--- config.mk ---
export PLATFORM = sky130hd
export DESIGN_NAME = instr_fetch_unit
export DESIGN_NICKNAME = d
export VERILOG_FILES = /design/src/rtl/instr_fetch_unit.sv
export SDC_FILE = /design/constraint.sdc
export NUM_CORES = 1
export LEC_CHECK = 0
export CELL_PAD_IN_SITES_DETAIL_PLACEMENT = 1
export CELL_PAD_IN_SITES_GLOBAL_PLACEMENT = 2
export CORE_MARGIN = 4
export CORE_UTILIZATION = 37
export DETAILED_ROUTE_END_ITERATION = 10
export DONT_BUFFER_PORTS = 1
export PLACE_DENSITY_LB_ADDON = 0.1
export RECOVER_POWER = 50
export SLEW_MARGIN = 20
export SYNTH_ARGS = -nofsm -noshare
export SYNTH_HDL_FRONTEND = slang
export SYNTH_SLANG_ARGS = --single-unit
export TNS_END_PERCENT = 100
--- constraint.sdc ---
create_clock -name clk -period 6.25 [get_ports clk]
set_clock_uncertainty 0.2 [all_clocks]
set_input_delay 0.625 -clock clk [delete_from_list [all_inputs] [get_ports clk]]
set_output_delay 0.625 -clock clk [all_outputs]
set_load 0.02 [all_outputs]
--- src/rtl/instr_fetch_unit.sv ---
// rtl/instr_fetch_unit.sv - RV32I fetch stage: PC, combinational IMEM capture, fetch FIFO to decode
// Optional statistics counters are enabled with `define FETCH_STAT_EN.
module instr_fetch_unit #(
    parameter logic [31:0] RESET_PC   = 32'h0000_0000,
    parameter int          FIFO_DEPTH = 2
) (
    input  logic        clk,
    input  logic        reset,
    output logic [31:0] Instr_Addr,
    input  logic [31:0] Instr_rdata,
    input  logic        redirect,
    input  logic [31:0] redirect_pc,
    output logic        if_valid,
    input  logic        if_ready,
    output logic [31:0] if_instr,
    output logic [31:0] if_pc
`ifdef FETCH_STAT_EN
    ,
    output logic [31:0] fetch_cnt,
    output logic [31:0] stall_cnt,
    output logic [15:0] flush_cnt
`endif
);

    localparam int PW = $clog2(FIFO_DEPTH);
    localparam int CW = PW + 1;
    localparam logic [CW-1:0] DEPTH_C = CW'(FIFO_DEPTH);
    localparam logic [31:0] NOP = 32'h0000_0013;

    typedef enum logic [1:0] {EMPTY, PARTIAL, FULL} state_t;

    state_t          state, state_next;
    logic [31:0]     pc;
    logic [31:0]     last_pc;
    logic [PW-1:0]   rd_ptr, wr_ptr;
    logic [CW-1:0]   count, count_next;
    logic [31:0]     fifo_pc    [FIFO_DEPTH];
    logic [31:0]     fifo_instr [FIFO_DEPTH];
    logic            full;
    logic            pop, push;

    assign Instr_Addr = pc;
    assign pop  = if_valid & if_ready;
    // A full buffer still fetches when the head leaves in the same cycle.
    assign push = !redirect & (!full | pop);

    always_ff @(posedge clk) begin
        if (reset) state <= EMPTY;
        else       state <= state_next;
    end

    always_comb begin
        count_next = count;
        if (redirect)
            count_next = '0;
        else if (push && !pop)
            count_next = count + CW'(1);
        else if (!push && pop)
            count_next = count - CW'(1);

        if (count_next == '0)          state_next = EMPTY;
        else if (count_next == DEPTH_C) state_next = FULL;
        else                            state_next = PARTIAL;
    end

    always_comb begin
        if_valid = (state != EMPTY);
        full     = (state == FULL);
        if_instr = if_valid ? fifo_instr[rd_ptr] : NOP;
        if_pc    = if_valid ? fifo_pc[rd_ptr]    : last_pc;
    end

    always_ff @(posedge clk) begin
        if (reset) begin
            pc      <= RESET_PC;
            rd_ptr  <= '0;
            wr_ptr  <= '0;
            count   <= '0;
            last_pc <= '0;
        end else begin
            count <= count_next;
            if (pop)
                last_pc <= fifo_pc[rd_ptr];
            if (redirect) begin
                pc     <= {redirect_pc[31:2], 2'b00};
                rd_ptr <= '0;
                wr_ptr <= '0;
            end else begin
                if (push) begin
                    fifo_pc[wr_ptr]    <= pc;
                    fifo_instr[wr_ptr] <= Instr_rdata;
                    wr_ptr             <= wr_ptr + PW'(1);
                    pc                 <= pc + 32'd4;
                end
                if (pop)
                    rd_ptr <= rd_ptr + PW'(1);
            end
        end
    end

`ifdef FETCH_STAT_EN
    always_ff @(posedge clk) begin
        if (reset) begin
            fetch_cnt <= '0;
            stall_cnt <= '0;
            flush_cnt <= '0;
        end else begin
            if (push && fetch_cnt != '1)
                fetch_cnt <= fetch_cnt + 32'd1;
            if (full && !pop && stall_cnt != '1)
                stall_cnt <= stall_cnt + 32'd1;
            if (redirect && flush_cnt != '1)
                flush_cnt <= flush_cnt + 16'd1;
        end
    end
`endif

endmodule

After elaboration in Yosys (flattened, before gate mapping)
Memories as Yosys holds them, arrays and structs flattened. A register that Yosys moved wholly into a read port is not among the register bits.
Index checks and enable logic that the tools add are counted.
Widths: inputs -> output; s select.
{"block": "totals", "input_bits": 68, "ff_bits": 70, "wordCells": 46, "ramBits": 128, "n_memories": 2}
{"block": "op_classes", "bitwise": 3, "addsub": 5, "reduce_logical": 11, "n_mux": 16, "eq_ne": 2}
{"name": "fifo_instr", "words": 2, "word_bits": 32, "read_ports": 1, "rd_clocked_by_memory_dff": 1, "write_ports": 1, "line": "38", "text": "logic [31:0] fifo_instr [FIFO_DEPTH];"}
{"name": "fifo_pc", "words": 2, "word_bits": 32, "read_ports": 1, "rd_clocked_by_memory_dff": 1, "write_ports": 1, "line": "37", "text": "logic [31:0] fifo_pc [FIFO_DEPTH];"}
{"operator": "$mux 32", "count": 4}
{"operator": "$add 32x3->32 const B", "count": 1}
{"operator": "$mux 1", "count": 8}
{"operator": "$mux 2", "count": 4}
{"operator": "$eq 2x2->1 const B", "count": 2}
{"operator": "$logic_not 1->1", "count": 4}
{"operator": "$reduce_bool 2->1", "count": 2}
{"operator": "$reduce_or 2->1", "count": 2}
{"operator": "$add 1x1->1 const B", "count": 2}
{"operator": "$add 2x1->2 const B", "count": 1}
{"operator": "$and 1x1->1", "count": 2}
{"operator": "$logic_and 1x1->1", "count": 2}
{"operator": "$logic_not 2->1", "count": 1}
{"operator": "$sub 2x1->2 const B", "count": 1}
{"operator": "$or 1x1->1", "count": 1}

Depth between registers and ports, before layout
Gate-level depths: netlist (run 1).
{"block": "logic_depth", "ltp_word": 11, "depth_mapped": 6, "depth_no_buf": 5}

Worst setup path after synthesis (run 1)
Ideal clock, no wire load.
{"block": "synth_path", "path_kind": "input port to flip-flop", "from": "in reset", "to": "mem fifo_instr[0][0], enable pin", "slack_ns": 0.022, "required_time_ns": 5.492, "arrival_time_ns": 5.470, "cell_stages": 4, "setup_ns": 0.558, "path_buffers": 2, "cell_sequence": "clkbuf_1 -> or2_2 -> clkbuf_1 -> nor3_1"}
{"block": "synth_between", "elab_chain_cells": 2}
{"item": "start, declared", "line": "8", "text": "input logic reset,"}
{"item": "$mux 1", "line": "74", "text": "if (reset) begin"}
{"item": "$mux 1 (not written as such)", "line": "91", "text": "fifo_instr[wr_ptr] <= Instr_rdata;"}
{"item": "end, declared", "line": "38"}
Every way passes these cells.

Worst setup path in the final report (run 1)
{"block": "layout_path", "from": "reg state[0]", "to": "mem fifo_instr[1][25], enable pin"}
{"block": "layout_between", "elab_chain_cells": 8, "word_cells_on_any_way": 10, "classes_between": "1 x eq/ne; 4 x mux; 3 x bitwise; 2 x reduce/logical"}
{"item": "start, declared", "line": "32", "text": "state_t state, state_next;"}
{"item": "start signal, assigned", "line": "49", "text": "else state <= state_next;"}
{"item": "$eq 2x2->1 / $reduce_bool 2->1 (equally long branches)", "line": "68, 67"}
{"item": "$logic_not 1->1 / $and 1x1->1 (equally long branches)", "line": "45, 43"}
{"item": "$or 1x1->1 *", "line": "45", "text": "assign push = !redirect & (!full | pop);"}
{"item": "$and 1x1->1 *", "line": "45"}
{"item": "$mux 1 *", "line": "89", "text": "if (push) begin"}
{"item": "$mux 1 *", "line": "84", "text": "if (redirect) begin"}
{"item": "$mux 1 *", "line": "74"}
{"item": "$mux 1 (not written as such) *", "line": "91"}
Every way passes the cells marked *; elsewhere a longest branch is shown, timed or not.

==> impl_metrics.yaml, run 1 <==
pwr:
  power_frac_comb: 0.077
  seqPwrFrac: 0.530
  switching_share: 0.254
  p_clk_frac: 0.392
  intPower_w: 0.00207
  power.density_nw_per_um2: 319
  ir_drop_mv: 0.181
  leakage_nw: 2.70
  switchingPower_w: 0.000705
flow_run:
  maxCapViolCount: 2
yosys:
  synth_area_um2: 7860
  synthCells: 661
  async_flop_share: 0
  synth_edf_count: 124
  ys_types: 44
  avgSynthCellArea_um2: 11.9
  ys.flop_type: "edfxtp_1"
  ys_seq_area_frac: 0.645
  ys_seq_elements: 191
  ys_warn_count: 0
setup_path:
  cp.arrival_ns: 3.88
  slowest_delay_ns: 2.55
  cp_top_family: "buffers and inverters"
  path_depth: 3
  criticalPathCategory: "reg -> reg"
  start_kind: "flop"
  path_max_fanout: 62
  end_kind: "flop"
  crit_buf_inv: 1
  ff2ff_path_depth: 3
  slowest_stage: "clkbuf_1"
  cp_data_required_time_ns: 6.00
  crit_path_cell_trace: "or3b_2 -> and3_2 -> clkbuf_1"
timing:
  fmax_mhz: 242
  hold_viol: 0
  slew_viol_final: 124
  setup_viol: 0
  layout_min_cycle_time_ns: 4.13
  fin_tns_setup_ns: 0
  worst_pin_slew_ns: 3.63
  slew_headroom: -1.42
  whs_ns: 0.0736
  fin_crit_sh: 0.661
  rsz0062_at_grt: "no"
global_route:
  antenna_found_initial: 0
  grt_first_pass_wirelength_mm: 30.2
  grt_usage: 0.164
  grt_max_degree: 65
  grt_overflow: 0
  grt_pass1_vias: 5367
clock_tree:
  cts_resized: 0
  cts_made_buffers: 17
  htree_levels: 4
  root_buffer: "clkbuf_16"
  cts_setup_buffers: 0
  holdBufCountCts: 0
  cts.sinks: 191
  cts.clk_slew.worst_paths_ns: 0.07
  cts_tree: "built"
  insertion_delay_ns: 0.42
  clock_path_buffers: 2
detailed_routing:
  viasPerCell: 5.45
  vias: 5075
  routed_wl_mm: 19.2
  antenna_left: 0
  first_pass_iters: 4
  wl_per_cell_um: 20.6
  drtIter0Drc: 297
  drc_errors: 0
final_layout:
  antennaDiodeCount: 0
  drive_gt1_frac: 0.0715
  fin_util: 0.415
  nNetsFinal: 713
  fin_area_um2: 8710
  syn_to_final_growth_pct: 10.8
placement:
  place_congestion: 0.737
  io_buffers: 0
  place.detailed.hpwl_mm: 12.5
  placed_cell_area_um2: 8090
die:
  initial_core_util: 0.375
  core_area_um2: 21000
  die_x_um: 154
  die_y_um: 154
  die-area_um2: 23600
  top_level_ports: 165
  placementRows: 53
run_status:
  violations: "max-capacitance violations, max-slew violations"
  outcome: "finished, violations left"
hold_path:
  hold_depth: 1
  hold_class: "in -> reg"
[worst reg2reg max path: stages, from the launching register on]
cell and delay (ns):
dfxtp_1 0.40, or3b_2 0.27, and3_2 0.21, clkbuf_1 2.55
[registers in the layout, indices dropped and copies added, names as in the netlist, named ones only]
name	flops
Instr_Addr	30
fifo_instr	64
wr_ptr	1
fifo_pc	60
last_pc	30
count	2
state	2
rd_ptr	1
[layer usage]
layer,GRT usage,vias up,share of wire
li1,-,2410,-
met1,0.210,2512,0.44
met2,0.264,137,0.47
met3,0.0577,16,0.071
met4,0.0467,0,0.014
met5,0,-,0
[cells in the final DEF (no fill, tap or decap), types with 5 or more instances in the layout]
cell,count
a2111oi_0,5
a211oi_1,41
a21oi_1,38
a311oi_1,10
and4_1,5
clkbuf_1,6
clkbuf_16,19
dfxtp_1,66
edfxtp_1,124
inv_1,9
inv_6,5
mux2i_1,62
nand2_1,25
nand3_1,10
nand4_1,11
nor2_1,124
nor3_1,5
nor4_1,7
o21ai_0,9
o31ai_1,5
or3_1,5
or4_1,5
xnor2_1,10
[metrics by stage]
stage	setup slack [ns]	total power (W)	std cells
2_1_floorplan	0.0215	0.00167	664
3_3_place_gp	3.24	0.00171	899
3_5_place_dp	3.18	0.00172	899
4_1_cts	2.68	0.00282	931
5_1_grt	1.73	0.00291	932
6_report	2.12	0.00278	932
[worst paths after layout]
check	start	end	slack [ns]
worst max register to register	state[0]$_SDFF_PP0_	fifo_instr[1][25]$_DFFE_PP_	2.12
worst min-delay path	reset	last_pc[9]$_SDFFE_PP0N_	0.07
worst max-delay path	state[0]$_SDFF_PP0_	fifo_instr[1][25]$_DFFE_PP_	2.12
worst min register to register	last_pc[3]$_SDFFE_PP0N_	last_pc[3]$_SDFFE_PP0N_	0.29
[cell usage after synthesis (all sizes together), types with 2 or more instances]
| master | number | area [um2] |
|---|---|---|
| o21ai | 9 | 45.0 |
| nor4b | 2 | 17.5 |
| nor2b | 2 | 12.5 |
| a21oi | 38 | 190 |
| nor2 | 125 | 469 |
| nor3 | 6 | 30.0 |
| xnor2 | 10 | 87.6 |
| or4 | 7 | 57.6 |
| a311oi | 10 | 87.6 |
| or3b | 2 | 17.5 |
| edfxtp | 124 | 3720 |
| nor4 | 8 | 50.1 |
| nand2 | 25 | 93.8 |
| a221oi | 3 | 26.3 |
| mux2i | 62 | 621 |
| nand4 | 11 | 68.8 |
| and4 | 5 | 43.8 |
| inv | 10 | 37.5 |
| or3 | 5 | 31.3 |
| xor2 | 4 | 35.0 |
| a211oi | 41 | 308 |
| and3 | 4 | 25.0 |
| a2111oi | 6 | 53.8 |
| nand3b | 2 | 15.0 |
| o21a | 2 | 15.0 |
| buf | 15 | 73.8 |
| nor3b | 2 | 15.0 |
| clkbuf | 32 | 120 |
| o31ai | 5 | 37.5 |
| dfxtp | 67 | 1340 |
| nand3 | 11 | 60.1 |
[power by group through the flow]
| stage | Sequential [W] | Combinational (W) | Clock, W |
|---|---|---|---|
| 2_1_floorplan | 0.00148 | 0.000186 | 0 |
| 3_3_place_gp | 0.00150 | 0.000209 | 0 |
| 3_5_place_dp | 0.00151 | 0.000214 | 0 |
| 4_1_cts | 0.00148 | 0.000215 | 0.00112 |
| 5_1_grt | 0.00148 | 0.000239 | 0.00118 |
| 6_report | 0.00147 | 0.000215 | 0.00109 |
[cell families (layout without fill, tap and decap cells)]
kind of cell,count (synthesis),in the layout,share of synthesized area
adders and majority gates,1,1,0.00159
buffers and inverters,57,50,0.0295
and+or+nand+nor,219,219,0.130
AOI/OAI and AO/OA,116,116,0.0995
DFF,191,191,0.645
xor gates and xnor gates,14,14,0.0156
other,1,4,0.000477
muxes,62,62,0.0790
[cell type report]
cell class                      count  area [um2]
Timing Repair Buffer                8        65.1
Multi-Input combinational cell    416        2590
Sequential cell                   191        5070
Inverter                           10        38.8
Clock buffer                       21         483
Tap cell                          275         344
Fill cell                        2240       12200
Clock inverter                     11         119
Note: power is estimated with default switching activity, not from simulation.
==> inputs of run 2 (changes only) <==
--- a/config.mk
+++ b/config.mk
@@ -8,7 +8,7 @@
 export CELL_PAD_IN_SITES_DETAIL_PLACEMENT = 1
 export CELL_PAD_IN_SITES_GLOBAL_PLACEMENT = 2
 export CORE_MARGIN = 4
-export CORE_UTILIZATION = 37
+export CORE_UTILIZATION = 41
 export DETAILED_ROUTE_END_ITERATION = 10
 export DONT_BUFFER_PORTS = 1
 export PLACE_DENSITY_LB_ADDON = 0.1
==> constraint.sdc (replaced) <==
create_clock -name clk -period 4.3 [get_ports clk]
set_clock_uncertainty 0.2 [all_clocks]
set_input_delay 0.43 -clock clk [delete_from_list [all_inputs] [get_ports clk]]
set_output_delay 0.43 -clock clk [all_outputs]
set_load 0.02 [all_outputs]
==> run 2 against run 1 <==
Against the previous run: the flow still finishes with violations (max-capacitance violations, max-slew violations); setup slack got worse by 1.3 ns; largest power group unchanged; critical path depth increased by 1; final cell count increased by 1.9%; critical endpoint is now if_pc[16].
==> impl_metrics.yaml, run 2 (synthesized netlist as in run 1, its figures left out) <==
placement:
  place.detailed.hpwl_mm: 12.2
  placed_cell_area_um2: 8050
  place_congestion: 0.764
  placed_cells: 858
  io_buffers: 0
final_layout:
  drive_gt1_frac: 0.0684
  fin_cells: 950
  fin_util: 0.491
  max_flop_register: "fifo_instr"
  antennaDiodeCount: 0
  reg_top3: "fifo_instr x64, fifo_pc x60"
  layout_common_cells: "nor2_1, edfxtp_1, dfxtp_1"
  fin_area_um2: 9220
  largest_reg_flops: 64
  fill_cells: 1976
  nNetsFinal: 772
  syn_to_final_growth_pct: 17.4
detailed_routing:
  antenna_left: 0
  drtIter0Drc: 228
  routed_wl_mm: 19.4
  viasPerCell: 5.60
  vias: 5319
  first_pass_iters: 4
  wl_per_cell_um: 20.5
  drc_errors: 0
global_route:
  grt_max_degree: 65
  grt_first_pass_wirelength_mm: 30.5
  antenna_found_initial: 0
  grt_overflow: 0
  grt_usage: 0.180
  grt_pass1_vias: 5398
clock_tree:
  htree_levels: 4
  root_buffer: "clkbuf_16"
  cts_tree: "built"
  cts.clk_slew.worst_paths_ns: 0.07
  cts.sinks: 191
  clock_path_buffers: 2
  insertion_delay_ns: 0.42
  cts_made_buffers: 17
die:
  placementRows: 50
  initial_core_util: 0.419
  die-area_um2: 21400
  core_area_um2: 18800
  top_level_ports: 165
  die_y_um: 146
  die_x_um: 146
hold_path:
  hold_class: "in -> reg"
  hold_start: "redirect_pc[23]"
timing:
  slew_viol_final: 122
  fin_tns_setup_ns: 0
  hold_viol: 0
  fin_crit_sh: 0.821
  fmax_mhz: 283
  layout_min_cycle_time_ns: 3.53
  slew_headroom: -0.217
  setup_viol: 0
  worst_pin_slew_ns: 1.82
  rsz0062_at_grt: "no"
setup_path:
  cp.arrival_ns: 2.90
  start_kind: "flop"
  end_kind: "output pin"
  criticalPathCategory: "reg -> out"
  path_max_fanout: 64
  reg2reg_from: "state[1]$_SDFF_PP0_"
  cp_data_required_time_ns: 3.67
  cp-startpoint: "state[1]$_SDFF_PP0_"
flow_run:
  maxCapViolCount: 3
pwr:
  leakage_nw: 2.93
  power.density_nw_per_um2: 435
  ir_drop_mv: 0.278
run_status:
  violations: "max-capacitance violations, max-slew violations"
  outcome: "finished, violations left"
==> run 2: final timing paths <==
kind,to,slack [ns],cells past startpoint
setup / recovery,if_pc[16],0.77,4
hold / removal,Instr_Addr[23]$_SDFFE_PP0P_,0.02,2
setup reg to reg,Instr_Addr[22]$_SDFFE_PP0P_,1.19,4
hold reg to reg,last_pc[13]$_SDFFE_PP0N_,0.30,2
==> run 2: repair_timing <==
action,4_1_cts,5_1_grt
gates resized for setup,0,0
buffers inserted,0,0
hold endpoints to repair,122,0
hold buffers,59,0
==> run 2: power by group <==
group / internal [W] / total, W / switching, W
registers: 0.00204 / 0.00214 / 0.000101
logic: 0.000123 / 0.000373 / 0.000250
clock network: 0.000809 / 0.00150 / 0.000689
total: 0.00297 / 0.00401 / 0.00104
==> run 2: metrics by stage <==
step / setup WS (ns) / power [W] / hold slack, ns
after floorplan: 0.164 / 0.00242 / 0.278
after global placement: 1.45 / 0.00248 / 0.281
after detailed placement: 1.42 / 0.00250 / 0.288
after CTS: 1.03 / 0.00406 / 0.00137
after global routing: 0.554 / 0.00419 / 0.000650
final: 0.770 / 0.00401 / 0.0168
==> run 2: area by class of cell <==
cell class,count,area [um2],share of cell area
Timing Repair Buffer,67,674,0.0731
Sequential cell,191,5070,0.550
Inverter,10,38.8,0.00421
Multi-Input combinational cell,416,2590,0.281
Clock inverter,14,133,0.0144
Tap cell,234,293,0.0317
Clock buffer,18,429,0.0465
==> run 2: critical path: stages, from the launching register on <==
cell and delay, ns:
dfxtp_1 0.34, nor2_2 0.10, buf_4 0.33, clkinv_2 0.80
a21oi_1 0.87
==> run 2: metal layers <==
layer / part of all wire / GRT usage
met5: 0 / 0
met4: 0.0058 / 0.0325
met3: 0.063 / 0.0528
met2: 0.48 / 0.293
met1: 0.45 / 0.243
